$ cat src/rtl/mem_access_unit.sv
// Memory access unit: takes one decoded load/store from EX, checks alignment,
// runs it over the req/addr_ok/data_ok SRAM bus and returns shaped load data to WB.
module mem_access_unit #(
    parameter int ADDR_W = 32,
    parameter int DATA_W = 32
) (
    input  logic              clk,
    input  logic              reset,
    input  logic              in_valid,
    output logic              in_ready,
    input  logic              in_is_load,
    input  logic              in_is_store,
    input  logic [1:0]        in_size,
    input  logic              in_unsign,
    input  logic [ADDR_W-1:0] in_addr,
    input  logic [DATA_W-1:0] in_wdata,
    input  logic [4:0]        in_rd,
    input  logic              flush,
    output logic              data_sram_req,
    output logic              data_sram_wr,
    output logic [1:0]        data_sram_size,
    output logic [ADDR_W-1:0] data_sram_addr,
    output logic [3:0]        data_sram_wstrb,
    output logic [DATA_W-1:0] data_sram_wdata,
    input  logic              data_sram_addr_ok,
    input  logic              data_sram_data_ok,
    input  logic [DATA_W-1:0] data_sram_rdata,
    output logic              out_valid,
    input  logic              out_ready,
    output logic [DATA_W-1:0] out_data,
    output logic [4:0]        out_rd,
    output logic              out_we,
    output logic              out_ale,
    output logic [ADDR_W-1:0] out_badv
);

    typedef enum logic [2:0] {
        S_IDLE  = 3'd0,
        S_REQ   = 3'd1,
        S_WAIT  = 3'd2,
        S_DONE  = 3'd3,
        S_DRAIN = 3'd4
    } state_t;

    function automatic logic misaligned(input logic [1:0] size, input logic [1:0] off);
        case (size)
            2'd0:    misaligned = 1'b0;
            2'd1:    misaligned = off[0];
            default: misaligned = (off != 2'd0);
        endcase
    endfunction

    function automatic logic [3:0] store_strb(input logic [1:0] size, input logic [1:0] off);
        case (size)
            2'd0:    store_strb = 4'b0001 << off;
            2'd1:    store_strb = off[1] ? 4'b1100 : 4'b0011;
            default: store_strb = 4'b1111;
        endcase
    endfunction

    function automatic logic [DATA_W-1:0] store_data(input logic [1:0] size, input logic [DATA_W-1:0] wd);
        case (size)
            2'd0:    store_data = {4{wd[7:0]}};
            2'd1:    store_data = {2{wd[15:0]}};
            default: store_data = wd;
        endcase
    endfunction

    function automatic logic [DATA_W-1:0] load_shape(input logic [DATA_W-1:0] rdata, input logic [1:0] off,
                                                     input logic [1:0] size, input logic uns);
        logic [7:0]  b;
        logic [15:0] h;
        b = rdata[{off, 3'b000} +: 8];
        h = off[1] ? rdata[31:16] : rdata[15:0];
        case (size)
            2'd0:    load_shape = uns ? {24'h000000, b} : {{24{b[7]}}, b};
            2'd1:    load_shape = uns ? {16'h0000, h} : {{16{h[15]}}, h};
            default: load_shape = rdata;
        endcase
    endfunction

    state_t              state_q, state_d;
    logic [ADDR_W-1:0]   addr_q, addr_d;
    logic [1:0]          size_q, size_d;
    logic                is_load_q, is_load_d;
    logic                wr_q, wr_d;
    logic                unsign_q, unsign_d;
    logic [4:0]          rd_q, rd_d;
    logic [3:0]          wstrb_q, wstrb_d;
    logic [DATA_W-1:0]   wdata_q, wdata_d;
    logic                req_q, req_d;
    logic                in_ready_q, in_ready_d;
    logic                out_valid_q, out_valid_d;
    logic [DATA_W-1:0]   out_data_q, out_data_d;
    logic                out_we_q, out_we_d;
    logic                out_ale_q, out_ale_d;
    logic [ADDR_W-1:0]   out_badv_q, out_badv_d;

    // Next-state and capture logic; status outputs are derived from the next state so they are registered.
    always_comb begin
        state_d    = state_q;
        addr_d     = addr_q;
        size_d     = size_q;
        is_load_d  = is_load_q;
        wr_d       = wr_q;
        unsign_d   = unsign_q;
        rd_d       = rd_q;
        wstrb_d    = wstrb_q;
        wdata_d    = wdata_q;
        out_data_d = out_data_q;
        out_we_d   = out_we_q;
        out_ale_d  = out_ale_q;
        out_badv_d = out_badv_q;
        case (state_q)
            S_IDLE: begin
                if (in_valid && !flush && (in_is_load || in_is_store)) begin
                    addr_d    = in_addr;
                    size_d    = in_size;
                    is_load_d = in_is_load;
                    wr_d      = !in_is_load;
                    unsign_d  = in_unsign;
                    rd_d      = in_rd;
                    wstrb_d   = in_is_load ? 4'b0000 : store_strb(in_size, in_addr[1:0]);
                    wdata_d   = store_data(in_size, in_wdata);
                    if (misaligned(in_size, in_addr[1:0])) begin
                        state_d    = S_DONE;
                        out_ale_d  = 1'b1;
                        out_badv_d = in_addr;
                        out_we_d   = 1'b0;
                        out_data_d = '0;
                    end else begin
                        state_d = S_REQ;
                    end
                end else begin
                    state_d = S_IDLE;
                end
            end
            S_REQ: begin
                // Once addr_ok is seen a response is owed, so a flush must drain it.
                if (data_sram_addr_ok) begin
                    state_d = flush ? S_DRAIN : S_WAIT;
                end else if (flush) begin
                    state_d = S_IDLE;
                end else begin
                    state_d = S_REQ;
                end
            end
            S_WAIT: begin
                if (data_sram_data_ok) begin
                    state_d    = flush ? S_IDLE : S_DONE;
                    out_data_d = is_load_q ? load_shape(data_sram_rdata, addr_q[1:0], size_q, unsign_q) : '0;
                    out_we_d   = is_load_q;
                    out_ale_d  = 1'b0;
                    out_badv_d = '0;
                end else if (flush) begin
                    state_d = S_DRAIN;
                end else begin
                    state_d = S_WAIT;
                end
            end
            S_DONE: begin
                if (flush || out_ready) begin
                    state_d = S_IDLE;
                end else begin
                    state_d = S_DONE;
                end
            end
            S_DRAIN: begin
                if (data_sram_data_ok) begin
                    state_d = S_IDLE;
                end else begin
                    state_d = S_DRAIN;
                end
            end
            default: begin
                state_d = S_IDLE;
            end
        endcase
        if (state_d != S_DONE) begin
            out_data_d = '0;
            out_we_d   = 1'b0;
            out_ale_d  = 1'b0;
            out_badv_d = '0;
        end else begin
            out_we_d = out_we_d;
        end
        req_d       = (state_d == S_REQ);
        in_ready_d  = (state_d == S_IDLE);
        out_valid_d = (state_d == S_DONE);
    end

    // State and output registers with synchronous reset.
    always_ff @(posedge clk) begin
        if (reset) begin
            state_q     <= S_IDLE;
            addr_q      <= '0;
            size_q      <= 2'd0;
            is_load_q   <= 1'b0;
            wr_q        <= 1'b0;
            unsign_q    <= 1'b0;
            rd_q        <= 5'd0;
            wstrb_q     <= 4'b0000;
            wdata_q     <= '0;
            req_q       <= 1'b0;
            in_ready_q  <= 1'b1;
            out_valid_q <= 1'b0;
            out_data_q  <= '0;
            out_we_q    <= 1'b0;
            out_ale_q   <= 1'b0;
            out_badv_q  <= '0;
        end else begin
            state_q     <= state_d;
            addr_q      <= addr_d;
            size_q      <= size_d;
            is_load_q   <= is_load_d;
            wr_q        <= wr_d;
            unsign_q    <= unsign_d;
            rd_q        <= rd_d;
            wstrb_q     <= wstrb_d;
            wdata_q     <= wdata_d;
            req_q       <= req_d;
            in_ready_q  <= in_ready_d;
            out_valid_q <= out_valid_d;
            out_data_q  <= out_data_d;
            out_we_q    <= out_we_d;
            out_ale_q   <= out_ale_d;
            out_badv_q  <= out_badv_d;
        end
    end

    assign in_ready        = in_ready_q;
    assign data_sram_req   = req_q;
    assign data_sram_wr    = wr_q;
    assign data_sram_size  = size_q;
    assign data_sram_addr  = {addr_q[ADDR_W-1:2], 2'b00};
    assign data_sram_wstrb = wstrb_q;
    assign data_sram_wdata = wdata_q;
    assign out_valid       = out_valid_q;
    assign out_data        = out_data_q;
    assign out_rd          = rd_q;
    assign out_we          = out_we_q;
    assign out_ale         = out_ale_q;
    assign out_badv        = out_badv_q;

endmodule

$ cat config.mk
export PLATFORM = sky130hd
export DESIGN_NAME = mem_access_unit
export DESIGN_NICKNAME = d
export VERILOG_FILES = /design/src/rtl/mem_access_unit.sv
export SDC_FILE = /design/constraint.sdc
export NUM_CORES = 1
export LEC_CHECK = 0
export ABC_AREA = 1
export BUFFER_PORTS_ARGS = -buffer_cell sky130_fd_sc_hd__buf_4
export CAP_MARGIN = 20
export CORE_MARGIN = 4
export CORE_UTILIZATION = 40
export DETAILED_ROUTE_END_ITERATION = 7
export PLACE_DENSITY = 0.8
export SETUP_SLACK_MARGIN = 0.2
export SLEW_MARGIN = 30
export SYNTH_ARGS = -nofsm -noshare
export SYNTH_HDL_FRONTEND = slang
export SYNTH_SLANG_ARGS = --single-unit
$ cat constraint.sdc
create_clock -name clk -period 2.5 [get_ports clk]
set_input_delay 0.75 -clock clk [delete_from_list [all_inputs] [get_ports clk]]
set_output_delay 0.75 -clock clk [all_outputs]
set_load 0.005 [all_outputs]
==> results of run 1 <==
==> power breakdown <==
part / switching, uW / internal, uW / total (uW)
Sequential: 51.7 / 2490 / 2540
Combinational: 440 / 351 / 791
Clock: 1070 / 1510 / 2580
Total: 1560 / 4350 / 5910
==> cell type report <==
class / instances / area [um2]
clock buffer: 19 / 443
sequential: 150 / 3000
inverter: 34 / 133
timing repair buffer: 274 / 2110
multi-input combinational: 638 / 2980
fill: 1521 / 6980
tap: 216 / 270
clock inverter: 13 / 146
==> worst max-delay path by stage <==
stage                                  from                  end  slack [ns]  cells after the start
after CTS                 data_sram_size[1]    data_sram_size[1]        0.49                      2
after detailed placement         in_is_load  data_sram_wdata[27]        0.24                      8
after global placement             in_valid   data_sram_wstrb[2]        0.26                      7
after global routing      data_sram_size[1]    data_sram_size[1]        0.41                      2
after floorplan                  in_size[1]         out_badv[29]        0.62                      8
final                     data_sram_size[1]    data_sram_size[1]        0.49                      2
==> critical path: cells and delay by family, from the launching register on <==
kind	cells	cell delay [ns]
flip-flops	1	0.40
buffers and inverters	2	0.44
==> synth_stat cells, drive strengths merged <==
| cell | n | area [um2] |
|---|---|---|
| nand2 | 196 | 753 |
| dfxtp | 150 | 3000 |
| nor2 | 134 | 531 |
| a21oi | 109 | 639 |
| nand3 | 88 | 458 |
| o21ai | 87 | 435 |
| buf | 58 | 409 |
| clkbuf | 37 | 139 |
| inv | 32 | 125 |
| a31oi | 11 | 68.8 |
| nor3 | 4 | 25.0 |
| a41oi | 3 | 26.3 |
| clkinv | 2 | 7.51 |
| nand4 | 2 | 12.5 |
| or2 | 2 | 12.5 |
| conb | 1 | 3.75 |
==> stage by stage <==
step	hold slack, ns	worst slack, ns	cells	total power [uW]	util
2_1_floorplan	0.461	0.617	917	3010	-
3_3_place_gp	0.456	0.262	1312	3360	0.529
3_5_place_dp	0.455	0.241	1312	3380	0.529
4_1_cts	0.465	0.485	1344	5950	0.566
5_1_grt	0.505	0.411	1344	6130	0.566
6_report	0.465	0.490	1344	5910	0.566
==> routing by layer <==
layer	track usage	vias to the layer above	share of wire
met2	0.363	302	0.48
met3	0.0636	41	0.088
li1	-	3368	-
met4	0.0887	0	0.028
met1	0.268	3185	0.40
met5	0	-	0
==> state kept, by name (all words and copies together) (netlist names) <==
name / flops
addr_q: 32
data_sram_wdata: 32
out_badv: 32
out_data: 32
out_rd: 5
data_sram_wstrb: 4
state_q: 3
data_sram_size: 2
data_sram_req: 1
data_sram_wr: 1
in_ready: 1
is_load_q: 1
out_ale: 1
out_valid: 1
out_we: 1
unsign_q: 1
==> cells by family after synthesis <==
| family | share of synthesized area |
|---|---|
| other | 0.000564 |
| flip-flops | 0.452 |
| AND/OR/NAND/NOR | 0.269 |
| AO/OA/AOI/OAI | 0.176 |
| buffers and inverters | 0.102 |
==> impl_metrics.toml, run 1 <==
[drt]
via_per_inst = 5.13
wl_per_cell_um = 15.9
wl_um = 21400
first_iter_violations = 542
drc = 0
dr.pass1.iters = 6
num_vias = 6896
ant_nets = 0

[yosys]
syn-cell-area_mm2 = 0.00665
yosysWarnings = 0
ys_seq_elements = 150
synth_cell_types = 29
synth_cells = 916
yosysSeqAreaShare = 0.452
synth.avg_cell_area_um2 = 7.26

[finish]
final_nets = 1228
layout_common_cells = "270 x buf_4, 190 x nand2_1, 150 x dfxtp_1"
design_area_mm2 = 0.00908
syn2layout_area_growth_pct = 36.6
n_antenna_cell = 0
layout_commonest_cell = "buf_4"
drive_gt1_frac = 0.309

[worst_setup_path]
crit_path_start_kind = "flip-flop"
critical_path.cell_chain = "buf_4 > buf_4"
rrSetupSlack_ns = 0.71
worstSetupPathType = "flip-flop to output port"
critPathRequiredTime_ns = 1.75
critical_path.max_fanout = 19
worstPathArrival_ns = 1.26
slowest_delay_ns = 0.40
r2r_start = "state_q[0]"
reg2reg_depth = 6
r2r_end = "out_data[12]"
path_common_cell = "buf_4"
cp-end-kind = "output port"
slowest_stage = "dfxtp_1"

[clocking]
cts_sinks = 150
cts_buffers = 17
cts_buffer_depth = 2
cts_resized = 0
clock_insertion_delay_worst_skew_ns = 0.42
cts_hold_buf = 0
cts_tree = "done"
post_cts_buffers = 0
clockRootBuffer = "clkbuf_16"
cts.clk_slew.worst_paths_ns = 0.06
htreeDepth = 4

[place]
port_buffers = 255
gp_congestion = 0.821
place_area_mm2 = 0.00849
dpl.hpwl_um = 15500

[grt]
grt_pass1_wl_um = 32900
grt_pass1_vias = 6489
antenna_found_initial = 0
gr-usage-all-layers = 0.219
grt-ovfl-total = 0
grt_start_max_net_pins = 56

[pwr]
p_leak_uw = 0.00405
ir_drop_mv = 0.476
powerDensity_mw_per_mm2 = 650

[floorplanning]
initial_core_util = 0.414
rows = 46
core_mm2 = 0.0161
dieHeight_um = 137
fp.dieArea_mm2 = 0.0187
die_x_um = 137
num_io_pins = 258

[timing]
max_freq_ghz = 0.498
slew-limit-headroom = 0.596
period_minus_slack_ns = 2.01
fin_crit_sh = 0.804
finClkSkew_ns = 0.0103
worst_slew_pin_slew_ns = 0.604
drv_slew = 0
rsz0062_at_grt = "no"
hold_violations = 0
fin_tns_setup_ns = 0
setup_violations = 0

[job]
max_cap_viol_count = 0

[hold_path]
worstHoldEndpoint = "data_sram_wstrb[2]"
min_from = "data_sram_wstrb[2]"
hold_depth = 2
min_path_type = "flip-flop to flip-flop"

[run_status]
outcome = "finished clean"
Power figures use the tool's default switching activity.
==> inputs of run 2 (changes only) <==
==> constraint.sdc (replaced) <==
create_clock -name clk -period 1.9 [get_ports clk]
set_input_delay 0.57 -clock clk [delete_from_list [all_inputs] [get_ports clk]]
set_output_delay 0.57 -clock clk [all_outputs]
set_load 0.005 [all_outputs]
==> impl_metrics.toml, run 2 (synthesis results as in run 1) <==
[timing]
fin_crit_sh = 0.841
drv_slew = 0
worst_slew_pin_slew_ns = 0.567
fin_tns_setup_ns = 0
rsz0062_at_grt = "no"
hold_violations = 0
period_minus_slack_ns = 1.60
finClkSkew_ns = 0.00747
max_freq_ghz = 0.626
slew-limit-headroom = 0.621
setup_violations = 0

[finish]
fin_cells = 1363
design_area_mm2 = 0.00942
syn2layout_area_growth_pct = 41.6
layout_common_cells = "281 x buf_4, 190 x nand2_1, 148 x dfxtp_1"
drive_gt1_frac = 0.324
layout_commonest_cell = "buf_4"
n_antenna_cell = 0
fin_util = 0.586
final_nets = 1247

[grt]
grt_pass1_wl_um = 32700
grt-ovfl-total = 0
grt_start_max_net_pins = 46
gr-usage-all-layers = 0.220
antenna_found_initial = 0
grt_pass1_vias = 6666

[drt]
drc = 0
ant_nets = 0
via_per_inst = 5.03
num_vias = 6851
first_iter_violations = 390
dr.pass1.iters = 4
wl_um = 21400
wl_per_cell_um = 15.7

[place]
placedCellCount = 1326
place_area_mm2 = 0.00866
port_buffers = 255
gp_congestion = 0.888
dpl.hpwl_um = 15700

[floorplanning]
die_x_um = 137
dieHeight_um = 137
fp.dieArea_mm2 = 0.0187
initial_core_util = 0.414
num_io_pins = 258
rows = 46
core_mm2 = 0.0161

[clocking]
clockRootBuffer = "clkbuf_16"
clock_insertion_delay_worst_skew_ns = 0.42
cts.clk_slew.worst_paths_ns = 0.06
htreeDepth = 4
cts_hold_buf = 0
cts_tree = "done"
cts_buffer_depth = 2
cts_sinks = 150
cts_buffers = 17

[worst_setup_path]
path_buf_inv = 2
cp-end-kind = "flip-flop"
critical_path.cell_chain = "inv_1 > nand2_1 > nor2_4 > nand2_1 > nand2_2 > nand2_4 > nand3_4 > buf_12 > nand2_1 > a21oi_1"
crit_path_start_kind = "flip-flop"
critPathRequiredTime_ns = 2.25
worstSetupPathType = "flip-flop to flip-flop"
cp_top_family = "simple AND/OR/NAND/NOR gates"
path_common_cell = "nand2_1"
critical_path.max_fanout = 9
slowest_stage = "dfxtp_1"
worstPathArrival_ns = 1.94
slowest_delay_ns = 0.33

[job]
max_cap_viol_count = 0

[pwr]
power.total_uw = 8330
p_leak_uw = 0.00422
powerDensity_mw_per_mm2 = 885
ir_drop_mv = 0.604

[run_status]
outcome = "finished clean"

[hold_path]
min_path_type = "input port to flip-flop"
## run 2: changes by cell type in the layout (fill, tap and decap cells not counted), sizes merged
cell,before,now
clkbuf,19,18
clkinvlp,5,2
bufinv,2,6
buf,274,293
## run 2: worst min-delay path, delay by kind of cell
kind / cells / cell delay, ns
buffers and inverters: 1 / 0.08
AND/OR/NAND/NOR: 2 / 0.12
## run 2: per-stage QoR
step | hold WS [ns] | setup WS, ns
global route | 0.374 | 0.193
CTS | 0.364 | 0.283
floorplan | 0.461 | 0.265
global placement | 0.453 | 0.0778
detailed placement | 0.465 | 0.0197
finish | 0.380 | 0.302
## run 2: power breakdown
part	internal [uW]	switching [uW]	total, uW
Sequential	3270	72.8	3340
Combinational	533	589	1120
Clock	2480	1380	3870
Total	6290	2040	8330
## run 2: timing repair
action | CTS | global route
pin swaps | 0 | 3
setup buffers | 0 | 5
endpoints found under the setup margin | 1 | 18
hold endpoints to repair | 0 | 0
gates resized for setup | 1 | 5
## run 2: worst paths after layout
kind | cells after the start | to | slack [ns] | start
min reg2reg | 2 | data_sram_wstrb[1] | 0.47 | data_sram_wstrb[1]
min | 3 | out_rd[4] | 0.38 | in_rd[4]
max | 10 | out_data[29] | 0.30 | data_sram_size[0]
max reg2reg | 10 | out_data[29] | 0.30 | data_sram_size[0]
## run 2: cell type report
cell class                      count  area, um2
Tap cell                          216        270
Fill cell                        1489       6640
Sequential cell                   150       3010
Timing Repair Buffer              293       2340
Clock inverter                     14        244
Multi-Input combinational cell    638       2990
Clock buffer                       18        429
Inverter                           34        136
## run 2: metal layers
layer / part of all wire / global-route usage / wire (um) / vias to the layer above
li1: - / - / - / 3410
met1: 0.41 / 0.263 / 8830 / 3164
met2: 0.49 / 0.372 / 10400 / 239
met3: 0.078 / 0.0658 / 1670 / 38
met4: 0.025 / 0.0831 / 531 / 0
met5: 0 / 0 / 0 / -
==> inputs of run 3 (changes only) <==
--- a/config.mk
+++ b/config.mk
@@ -11,7 +11,7 @@
 export CORE_MARGIN = 4
 export CORE_UTILIZATION = 40
 export DETAILED_ROUTE_END_ITERATION = 7
-export PLACE_DENSITY = 0.8
+export PLACE_DENSITY = 0.82
 export SETUP_SLACK_MARGIN = 0.2
 export SLEW_MARGIN = 30
 export SYNTH_ARGS = -nofsm -noshare
==> constraint.sdc (replaced) <==
create_clock -name clk -period 1.4 [get_ports clk]
set_input_delay 0.42 -clock clk [delete_from_list [all_inputs] [get_ports clk]]
set_output_delay 0.42 -clock clk [all_outputs]
set_load 0.005 [all_outputs]
==> impl_metrics.toml, run 3 (synthesis results as in run 1) <==
[run_status]
outcome = "finished with violations"
violations = "negative setup slack"

[pwr]
seq_power_share = 0.372
power.total_uw = 12400
p_comb_frac = 0.196
powerDensity_mw_per_mm2 = 1010
p_clk_frac = 0.432
swShare = 0.266
p_switching_uw = 3300
ir_drop_mv = 0.859
intPower_uw = 9100
p_leak_uw = 0.00527

[worst_setup_path]
rrSetupSlack_ns = -0.27
slowest_delay_ns = 0.37
critical_path.cell_chain = "nor2_4 > nand2_2 > nor2_4 > buf_6 > buf_12 > buf_8 > buf_16 > o21ai_2 > a31oi_1"
r2r_end = "data_sram_wdata[18]"
r2r_start = "state_q[2]"
critical_path.max_fanout = 7
crit_path_start_kind = "flip-flop"
cp-end-kind = "flip-flop"
reg2reg_depth = 9
path_common_cell = "nor2_4"
path_buf_inv = 4
worstPathArrival_ns = 2.02
cp_top_family = "buffers and inverters"
critPathRequiredTime_ns = 1.75
slowest_stage = "dfxtp_4"
worstSetupPathType = "flip-flop to flip-flop"

[timing]
max_freq_ghz = 0.598
setup_violations = 150
period_minus_slack_ns = 1.67
drv_slew = 0
hold_violations = 0
final.setup.worst_slack_ns = -0.272
rsz0062_at_grt = "yes"
finClkSkew_ns = 0.00805
fin_crit_sh = 1.19

[floorplanning]
die_x_um = 137
rows = 46
initial_core_util = 0.414
num_io_pins = 258
core_mm2 = 0.0161
fp.dieArea_mm2 = 0.0187
dieHeight_um = 137

[place]
port_buffers = 255
place_area_mm2 = 0.00889
placedCellCount = 1354
gp_congestion = 0.919
pre_cts_slack_ns = -0.370
dpl.hpwl_um = 15800

[clocking]
htreeDepth = 4
cts.clk_slew.worst_paths_ns = 0.07
cts_tree = "done"
clock_insertion_delay_worst_skew_ns = 0.43
clockRootBuffer = "clkbuf_16"
cts_buffer_depth = 2
cts_sinks = 150
cts_buffers = 17
cts_hold_buf = 0

[finish]
n_antenna_cell = 0
final_nets = 1366
layout_common_cells = "209 x buf_4, 180 x nand2_1, 152 x buf_6"
design_area_mm2 = 0.0123
layout_commonest_cell = "buf_4"
syn2layout_area_growth_pct = 85.3
drive_gt1_frac = 0.610
fin_cells = 1482

[grt]
grtUsageMet3 = 0.0783
top_usage_layer = "met2"
grt_util_met2 = 0.440
grt_pass1_wl_um = 37900
grt-ovfl-total = 0
globalRouteMet1Util = 0.297
grt_pass1_vias = 7493
grt_start_max_net_pins = 42
gr-usage-all-layers = 0.257
antenna_found_initial = 0

[hold_path]
hold_depth = 3
min_path_type = "input port to flip-flop"
worstHoldEndpoint = "out_rd[4]"
min_from = "in_rd[4]"

[drt]
wl_um = 29700
first_iter_violations = 723
num_vias = 8100
ant_nets = 0
drc = 0
via_per_inst = 5.47
wl_per_cell_um = 20.0
dr.pass1.iters = 8

[job]
max_cap_viol_count = 0
## run 3: power by group through the flow
stage / clock network (uW) / registers, uW / logic, uW
6_report: 5360 / 4620 / 2430
5_1_grt: 5530 / 4630 / 2570
4_1_cts: 5340 / 4580 / 1840
3_5_place_dp: 0 / 4630 / 1530
3_3_place_gp: 0 / 4620 / 1510
2_1_floorplan: 0 / 4610 / 803
## run 3: stage by stage
stage	util	TNS [ns]	hold slack, ns
2_1_floorplan	-	-2.02	0.461
3_3_place_gp	0.553	-30.98	0.456
3_5_place_dp	0.553	-35.72	0.457
4_1_cts	0.667	-5.61	0.203
5_1_grt	0.767	-38.25	0.203
6_report	0.767	-27.68	0.202
## run 3: per-layer routing
metal	share of wire	vias up	wire (um)
met5	0	-	0
met4	0.049	0	1470
met3	0.094	120	2790
met2	0.51	511	15100
met1	0.35	3808	10400
li1	-	3661	-
## run 3: repair_timing
action | in CTS | in global routing
resized for setup | 281 | 297
pin swaps | 12 | 43
setup buffers | 17 | 55
setup endpoints to repair | 293 | 293
gates cloned | 12 | 12
## run 3: final cells by class
type	instances	area, um2
clock inverters	14	248
well taps	216	270
flip-flops and latches	150	3190
multi-input cells	638	3640
clock buffers	18	429
repair buffers	412	4400
inverters	34	146
fillers	985	3740
## run 3: how the worst max path moves through the flow
stage               start             endpoint  cells past startpoint
4_1_cts        state_q[0]          out_badv[7]                     10
6_report       state_q[2]  data_sram_wdata[18]                      9
3_5_place_dp   in_is_load         out_badv[25]                     11
2_1_floorplan  in_is_load         out_data[11]                     10
5_1_grt        state_q[2]  data_sram_wdata[18]                      9
3_3_place_gp   in_is_load         out_badv[24]                     11
## run 3: tightest hold or removal path: stages
cell and delay (ns):
buf_4 0.07, nor2_1 0.03, nor2_1 0.07
